[src/rtl/uart_ctrl_pkg.sv]
// uart_ctrl_pkg: register offsets, STATUS/CTRL bit layouts and FSM encodings for uart_ctrl
package uart_ctrl_pkg;
  localparam logic [1:0] A_DATA   = 2'd0;
  localparam logic [1:0] A_STATUS = 2'd1;
  localparam logic [1:0] A_CTRL   = 2'd2;
  localparam logic [1:0] A_CLR    = 2'd3;
  typedef struct packed {
    logic [3:0] rsvd;
    logic       tx_drop;
    logic       rx_ovf;
    logic       tx_pend;
    logic       rx_avail;
  } status_t;
  typedef struct packed {
    logic [5:0] rsvd;
    logic       tx_ie;
    logic       rx_ie;
  } ctrl_t;
  typedef enum logic [1:0] {T_IDLE, T_LOAD, T_GAP} tx_state_e;
  typedef enum logic [1:0] {R_IDLE, R_PUSH, R_CLR} rx_state_e;
endpackage

[src/rtl/uart_rx_fifo.sv]
// uart_rx_fifo: power-of-two byte queue with occupancy count; caller never pushes when full unless also popping
module uart_rx_fifo #(
  parameter int DEPTH = 4
) (
  input  logic                     clk,
  input  logic                     rst,
  input  logic                     push_i,
  input  logic                     pop_i,
  input  logic [7:0]               din_i,
  output logic [7:0]               dout_o,
  output logic [$clog2(DEPTH):0]   count_o,
  output logic                     full_o,
  output logic                     empty_o
);
  localparam int AW = $clog2(DEPTH);
  logic [7:0]    mem_q [DEPTH];
  logic [AW-1:0] wp_q, rp_q;
  logic [AW:0]   cnt_q;
  always_ff @(posedge clk)
    if (push_i) mem_q[wp_q] <= din_i;
  always_ff @(posedge clk or negedge rst) begin
    if (!rst) begin
      wp_q  <= '0;
      rp_q  <= '0;
      cnt_q <= '0;
    end else begin
      wp_q  <= wp_q + AW'(push_i);
      rp_q  <= rp_q + AW'(pop_i);
      cnt_q <= cnt_q + (AW+1)'(push_i) - (AW+1)'(pop_i);
    end
  end
  assign dout_o  = mem_q[rp_q];
  assign count_o = cnt_q;
  assign full_o  = cnt_q == (AW+1)'(DEPTH);
  assign empty_o = cnt_q == '0;
endmodule

[src/rtl/uart_ctrl.sv]
// uart_ctrl: bus-mapped uart0 controller with TX holding register and RX queue; UART_CTRL_IRQ_EN enables CTRL and irq
module uart_ctrl
  import uart_ctrl_pkg::*;
#(
  parameter int RXQ_DEPTH = 4
) (
  input  logic       clk,
  input  logic       rst,
  input  logic [1:0] addr,
  input  logic       wr_en,
  input  logic       rd_en,
  input  logic [7:0] wdata,
  output logic [7:0] rdata,
  output logic       irq,
  output logic [7:0] u_din,
  output logic       u_txd_ld,
  input  logic       u_txd_busy,
  input  logic       u_rxd_rdy,
  input  logic [7:0] u_dout,
  output logic       u_rxd_ft
);
  localparam int CW = $clog2(RXQ_DEPTH) + 1;
  tx_state_e     tx_q, tx_d;
  rx_state_e     rx_q, rx_d;
  logic [7:0]    hold_q, hold_d, rdata_q, rdata_d, f_dout, ctrl_rd;
  logic          tx_pend_q, tx_pend_d, tx_drop_q, tx_drop_d, rx_ovf_q, rx_ovf_d;
  logic          f_push, f_pop, f_full, f_empty, wr_data, wr_clr;
  logic [CW-1:0] f_cnt;
  status_t       status;
  uart_rx_fifo #(.DEPTH(RXQ_DEPTH)) u_fifo (
    .clk    (clk),
    .rst    (rst),
    .push_i (f_push),
    .pop_i  (f_pop),
    .din_i  (u_dout),
    .dout_o (f_dout),
    .count_o(f_cnt),
    .full_o (f_full),
    .empty_o(f_empty)
  );
  always_comb begin
    wr_data   = wr_en && addr == A_DATA;
    wr_clr    = wr_en && addr == A_CLR;
    f_pop     = rd_en && addr == A_DATA && !f_empty;
    f_push    = rx_q == R_PUSH && (!f_full || f_pop);
    status    = '{rsvd: 4'h0, tx_drop: tx_drop_q, rx_ovf: rx_ovf_q, tx_pend: tx_pend_q, rx_avail: f_cnt != '0};
    tx_d      = tx_q == T_IDLE ? (tx_pend_q && !u_txd_busy ? T_LOAD : T_IDLE) : tx_q == T_LOAD ? T_GAP : T_IDLE;
    rx_d      = rx_q == R_IDLE ? (u_rxd_rdy ? R_PUSH : R_IDLE) : rx_q == R_PUSH ? R_CLR : R_IDLE;
    hold_d    = wr_data && !tx_pend_q ? wdata : hold_q;
    tx_pend_d = tx_q == T_LOAD ? 1'b0 : tx_pend_q || wr_data;
    tx_drop_d = (tx_drop_q && !(wr_clr && wdata[1])) || (wr_data && tx_pend_q);
    rx_ovf_d  = (rx_ovf_q && !(wr_clr && wdata[0])) || (rx_q == R_PUSH && f_full && !f_pop);
    rdata_d   = !rd_en ? rdata_q :
                addr == A_DATA ? (f_empty ? 8'h00 : f_dout) :
                addr == A_STATUS ? status :
                addr == A_CTRL ? ctrl_rd : 8'h00;
  end
  always_ff @(posedge clk or negedge rst) begin
    if (!rst) begin
      tx_q      <= T_IDLE;
      rx_q      <= R_IDLE;
      hold_q    <= '0;
      rdata_q   <= '0;
      tx_pend_q <= 1'b0;
      tx_drop_q <= 1'b0;
      rx_ovf_q  <= 1'b0;
    end else begin
      tx_q      <= tx_d;
      rx_q      <= rx_d;
      hold_q    <= hold_d;
      rdata_q   <= rdata_d;
      tx_pend_q <= tx_pend_d;
      tx_drop_q <= tx_drop_d;
      rx_ovf_q  <= rx_ovf_d;
    end
  end
`ifdef UART_CTRL_IRQ_EN
  ctrl_t ctrl_q, ctrl_d;
  logic  irq_q, irq_d;
  always_comb begin
    ctrl_d = wr_en && addr == A_CTRL ? ctrl_t'({6'h0, wdata[1:0]}) : ctrl_q;
    irq_d  = (ctrl_q.rx_ie && f_cnt != '0) || (ctrl_q.tx_ie && !tx_pend_q) || (ctrl_q.rx_ie && rx_ovf_q);
  end
  always_ff @(posedge clk or negedge rst) begin
    if (!rst) begin
      ctrl_q <= '0;
      irq_q  <= 1'b0;
    end else begin
      ctrl_q <= ctrl_d;
      irq_q  <= irq_d;
    end
  end
  assign ctrl_rd = ctrl_q;
  assign irq     = irq_q;
`else
  assign ctrl_rd = 8'h00;
  assign irq     = 1'b0;
`endif
  assign rdata    = rdata_q;
  assign u_din    = hold_q;
  assign u_txd_ld = tx_q == T_LOAD;
  assign u_rxd_ft = rx_q == R_CLR;
endmodule

[config.mk]
export PLATFORM = sky130hd
export DESIGN_NAME = uart_ctrl
export DESIGN_NICKNAME = d
export VERILOG_FILES = /design/src/rtl/uart_ctrl_pkg.sv /design/src/rtl/uart_rx_fifo.sv /design/src/rtl/uart_ctrl.sv
export SDC_FILE = /design/constraint.sdc
export NUM_CORES = 1
export LEC_CHECK = 0
export ABC_AREA = 0
export CAP_MARGIN = 25
export CORE_MARGIN = 2
export CORE_UTILIZATION = 40
export DETAILED_ROUTE_END_ITERATION = 16
export GPL_ROUTABILITY_DRIVEN = 0
export PLACE_DENSITY_LB_ADDON = 0.1
export RECOVER_POWER = 50
export SYNTH_ARGS = -nofsm -noshare
export SYNTH_HDL_FRONTEND = slang
export SYNTH_SLANG_ARGS = --single-unit
[constraint.sdc]
create_clock -name clk -period 2.8 [get_ports clk]
set_input_delay 0.56 -clock clk [delete_from_list [all_inputs] [get_ports clk]]
set_output_delay 0.56 -clock clk [all_outputs]
set_load 0.01 [all_outputs]
-- Word-level counts from Yosys, hierarchy flattened
Memories as Yosys holds them, arrays and structs flattened.
Index checks and enable logic that the tools add are counted.
- memory bits (writable): 32
- flip-flop bits (word level): 30
- output and inout port bits: 19
- memories kept: 1
- bits of input ports: 24
- logic and storage cells: 63
- memory list (name ; depth ; width ; rd ports ; clocked after memory_dff ; wr ports ; RTL line ; text):
    u_fifo.mem_q ; 4 ; 8 ; 1 ; 0 ; 1 ; uart_rx_fifo.sv:16 ; logic [7:0] mem_q [DEPTH];
- mux-type cells: 12
- add/subtract/negate cells: 4
- equality and inequality tests: 6
- reductions and logical operators: 30
- operators with widths (operator ; count):
    $mux W8 ; 2
    $logic_and A1 B1 Y1 ; 14
    $mux W2 ; 4
    $logic_not A1 Y1 ; 7
    $eq A2 B1 Y1 const B ; 3
    $logic_not A2 Y1 ; 3
    $mux W1 ; 5
    $add A2 B1 Y2 ; 2
    $eq A2 B2 Y1 const B ; 2
    $logic_or A1 B1 Y1 ; 4
    $mux W4 ; 1
    $add A3 B1 Y3 ; 1
    $eq A3 B3 Y1 const B ; 1
    $logic_not A3 Y1 ; 1
    $reduce_bool A3 Y1 ; 1
    $sub A3 B1 Y3 ; 1

-- Logic depth before layout (Yosys ltp)
- word-level depth: 7
- mapped depth: 10
- depth with buffers taken out: 9

-- Modules after synthesis
From an unflattened synthesis, not the netlist that was laid out.
- cells, all modules: 146
- area, all modules: 2473.6 µm²
- by module, submodules not included (module ; sequential area each (µm²) ; cells each ; area an instance (µm²) ; instances):
    uart_rx_fifo ; 1136.1 ; 67 ; 1501.4 ; 1
    uart_ctrl ; 575.6 ; 79 ; 972.2 ; 1

-- Worst setup path after synthesis
OpenSTA, ideal clock, no wires.
- path type: in2reg
- from: in addr[1]
- to: reg u_fifo.cnt_q[2] (netlist: u_fifo.count_o[2])
- setup slack: 355 ps
- arrival time: 2320 ps
- stages: 10
- setup time: 125 ps
- data required time: 2675 ps
- path buffers: 1
- cells stage by stage: or3b_1 nor2b_1 buf_6 ha_1 inv_1 ha_1 inv_1 fa_1 xnor2_1 xnor2_1
- word-level cells in the longest chain between the ends: 7
- RTL lines (what ; RTL line ; text):
    from (decl) ; uart_ctrl.sv:9 ; input logic [1:0] addr,
    $logic_not A2 Y1 * ; uart_ctrl.sv:44 ; f_pop = rd_en && addr == A_DATA && !f_empty;
    $logic_and A1 B1 Y1 * (2 in series) ; uart_ctrl.sv:44 ;
    $logic_or A1 B1 Y1 ; uart_ctrl.sv:45 ; f_push = rx_q == R_PUSH && (!f_full || f_pop);
    $logic_and A1 B1 Y1 ; uart_ctrl.sv:45 ;
    $add A3 B1 Y3 ; uart_rx_fifo.sv:29 ; cnt_q <= cnt_q + (AW+1)'(push_i) - (AW+1)'(pop_i);
    $sub A3 B1 Y3 * ; uart_rx_fifo.sv:29 ;
    to (signal assigned) ; uart_rx_fifo.sv:29 ;
    to (decl) ; uart_rx_fifo.sv:18 ; logic [AW:0] cnt_q;
Mark *: on every way between the ends. The rest lies on a longest branch, timed or not.
A chain may end at the register's enable or synchronous reset.

-- Final worst setup path
- from: in rd_en
- to: reg u_fifo.cnt_q[2] (netlist: u_fifo.count_o[2])
- word-level cells in the longest chain between the ends: 6
- RTL lines (what ; RTL line ; text):
    from (decl) ; uart_ctrl.sv:11 ; input logic rd_en,
    $logic_and A1 B1 Y1 * (2 in series) ; uart_ctrl.sv:44 ;
    $logic_or A1 B1 Y1 ; uart_ctrl.sv:45 ;
    $logic_and A1 B1 Y1 ; uart_ctrl.sv:45 ;
    $add A3 B1 Y3 ; uart_rx_fifo.sv:29 ;
    $sub A3 B1 Y3 * ; uart_rx_fifo.sv:29 ;
Marks and branches as above.

==> out/results.ini <==
[run_status]
status=complete, but fails checks
violations=capacitance limit, slew limit

[detailed_routing]
routed_wl_um=4500
viasPerCell=4.91
dr.pass1.iters=4
route.detailed.drc=0
ant_nets=0
dr.first_iter.drc_count=62
vias=1394
post_drt_wl_per_cell_um=15.8

[yosys]
synth_nets=172
ys.flop_type=edfxtp_1
syn_area_per_cell_um2=17.1
syn-cell-area_um2=2470
ys_ff_latch=62
synth_edf_count=32
netlist_instances=144
synth-async-reset-ratio=0.484
yosysSeqAreaShare=0.694
yosys_warnings=0
synth_cell_types=40

[cts]
cts_tree=done
clkTransAtPathRegs_ns=0.07
root_buffer=clkbuf_8
cts_made_buffers=9
htreeDepth=3
clockBufferDepth=2
cts.sinks=62
cts_hold_buffers=0
post-cts-setup-buffer-count=0
worstSkewPairLatency_ns=0.33
ctsResizeCount=0

[grt]
grt_pass1_vias=1438
grt_antenna_before_repair=0
gr-usage-all-layers=0.147
grt_pass1_wl_um=7090
grt_start_max_net_pins=31
overflow=0

[worst_setup_path]
startpoint=rd_en
path_max_fanout=2
worstSetupPathType=in2reg
crit_required_ns=3.01
worstSetupStartpointType=input pin
regToRegStartpoint=u_fifo.count_o[1]
cp-end-kind=register
crit_arrival_ns=2.76

[floorplan]
fp.dieW_um=82.5
die_height_um=82.5
die_area_um2=6810
num_io_pins=43
start_util=0.414
rows=28
coreArea_um2=5960

[timing]
final_hold_viol_count=0
drv_slew=31
slew_headroom=-0.0321
setup_viol=0
finalCriticalPeriod_ns=2.54
fmax_mhz=393
worst-slew-pin-transition_ns=1.55
rsz0062_at_grt=no
fin_skew_ns=0.00945
fin_ws_ns=0.256
fin_crit_sh=0.909

[power]
clockPowerShare=0.235
p_comb_frac=0.270
power.leakage_nw=1.26
p_seq_frac=0.495
peakVddDrop_uv=417
power.density_nw_per_um2=870
p_int_mw=1.96
swShare=0.294
switchingPower_mw=0.819

[placed_design]
place_ws_ns=-0.0953
dp_hpwl_um=3120
dp_cells=268
port-buffer-count=41

[cells_and_area]
layout-drive-gt1-share=0.201
insertedDiodeCount=0
nNetsFinal=232
area_delta_synth_final_pct=29.7
final_cells=284

[flow_run]
maxCapViolCount=1

[worst_hold_path]
min_from=tx_q[1]
hold_path.class=reg2reg

## synthesized netlist by cell type, drive strengths merged (2+ instances only)
master | number | area [µm²]
and3 | 2 | 12.5
buf | 4 | 28.8
nor3b | 3 | 32.5
nor2 | 3 | 11.3
nand3 | 2 | 10.0
nor2b | 4 | 25.0
edfxtp | 32 | 961
nor4b | 2 | 32.5
inv | 9 | 33.8
nor3 | 2 | 10.0
mux2 | 8 | 90.1
a221o | 3 | 30.0
a22o | 4 | 35.0
xnor2 | 2 | 17.5
nand2 | 2 | 7.51
ha | 3 | 37.5
and2b | 3 | 22.5
xor2 | 3 | 26.3
o21ai | 2 | 10.0
mux4 | 7 | 158
dfrtp | 30 | 751
## per-layer routing
metal	track usage	vias up	part of all wire
li1	-	662	-
met1	0.187	686	0.46
met2	0.235	42	0.47
met3	0.0391	4	0.065
met4	0.0689	0	0.0071
met5	0	-	0
## layout make-up
cell class	count	area [µm²]
Clock inverter	7	41.3
Sequential cell	62	1710
Inverter	9	33.8
Tap cell	75	93.8
Timing Repair Buffer	53	502
Multi-Input combinational cell	69	692
Fill cell	498	2760
Clock buffer	9	124
## logic make-up (layout without fill, tap and decap cells)
logic type / after synthesis / after routing / synth area share
AO/OA/AOI/OAI: 14 / 14 / 0.0492
XOR/XNOR: 5 / 5 / 0.0178
adder cells (fa/ha/maj): 4 / 4 / 0.0233
buffers and inverters: 13 / 78 / 0.0254
flip-flops: 62 / 62 / 0.694
multiplexers: 16 / 16 / 0.105
other: 1 / 1 / 0.00152
AND/OR/NAND/NOR: 29 / 29 / 0.0842
## metrics by stage
stage / cell area [µm²] / setup TNS [ns] / hold WS [ns] / power [mW] / utilization
floorplan: 2470 / 0 / 0.264 / 1.79 / -
global placement: 3040 / -0.0167 / 0.418 / 2.13 / 0.511
detailed placement: 3040 / -0.0953 / 0.429 / 2.17 / 0.511
CTS: 3210 / 0 / 0.433 / 2.82 / 0.539
global route: 3200 / 0 / 0.458 / 2.96 / 0.537
finish: 3200 / 0 / 0.433 / 2.78 / 0.537
## power groups by stage
stage	registers (mW)	clock network, mW	logic, mW
final	1.38	0.655	0.750
after global routing	1.41	0.727	0.822
after CTS	1.38	0.673	0.769
after detailed placement	1.40	0	0.766
after global placement	1.38	0	0.748
after floorplan	1.35	0	0.439
## worst paths after layout
path	end	slack [ns]	cells after the start
max	u_fifo.count_o[2]	0.26	10
min	tx_q[0]	0.43	1
max reg2reg	u_fifo.count_o[2]	0.50	9
min reg2reg	tx_q[0]	0.43	1
max in group asynchronous	rdata[5]	0.75	2
min in group asynchronous	rx_q[1]	1.15	2
## placed cells by master (no fill, tap or decap), types with 2 or more instances in the layout
cell | synthesis | routed
edfxtp_1 | 32 | 32
clkdlybuf4s50_1 | 0 | 30
dfrtp_1 | 30 | 30
dlygate4sd3_1 | 0 | 11
clkbuf_8 | 0 | 9
inv_1 | 8 | 8
mux2_2 | 8 | 8
buf_4 | 1 | 8
mux4_2 | 7 | 7
nor2b_1 | 4 | 4
a22o_1 | 4 | 4
nor2_1 | 3 | 3
xor2_1 | 3 | 3
and2b_1 | 3 | 3
a221o_1 | 3 | 3
ha_1 | 3 | 3
clkinv_1 | 0 | 3
clkbuf_1 | 0 | 3
xnor2_1 | 2 | 2
and3_1 | 2 | 2
nor3_1 | 2 | 2
nor3b_2 | 2 | 2
nand3_1 | 2 | 2
nand2_1 | 2 | 2
o21ai_0 | 2 | 2
clkinv_4 | 0 | 2
## critical path, stage by stage
cell	delay (ns)
clkdlybuf4s50_1	0.49
or3b_1	0.40
nor2b_1	0.17
ha_1	0.25
inv_1	0.06
ha_1	0.14
inv_1	0.05
fa_1	0.37
xnor2_1	0.14
xnor2_1	0.13
## flip-flops by register name, indices dropped and copies added, names as in the netlist
name / flops
u_fifo.wp_q: 2
rx_q: 2
tx_drop_q: 1
u_fifo.mem_q: 32
u_fifo.count_o: 3
rx_ovf_q: 1
rdata: 8
tx_pend_q: 1
u_din: 8
tx_q: 2
u_fifo.rp_q: 2
(Power assumes the default switching activity.)
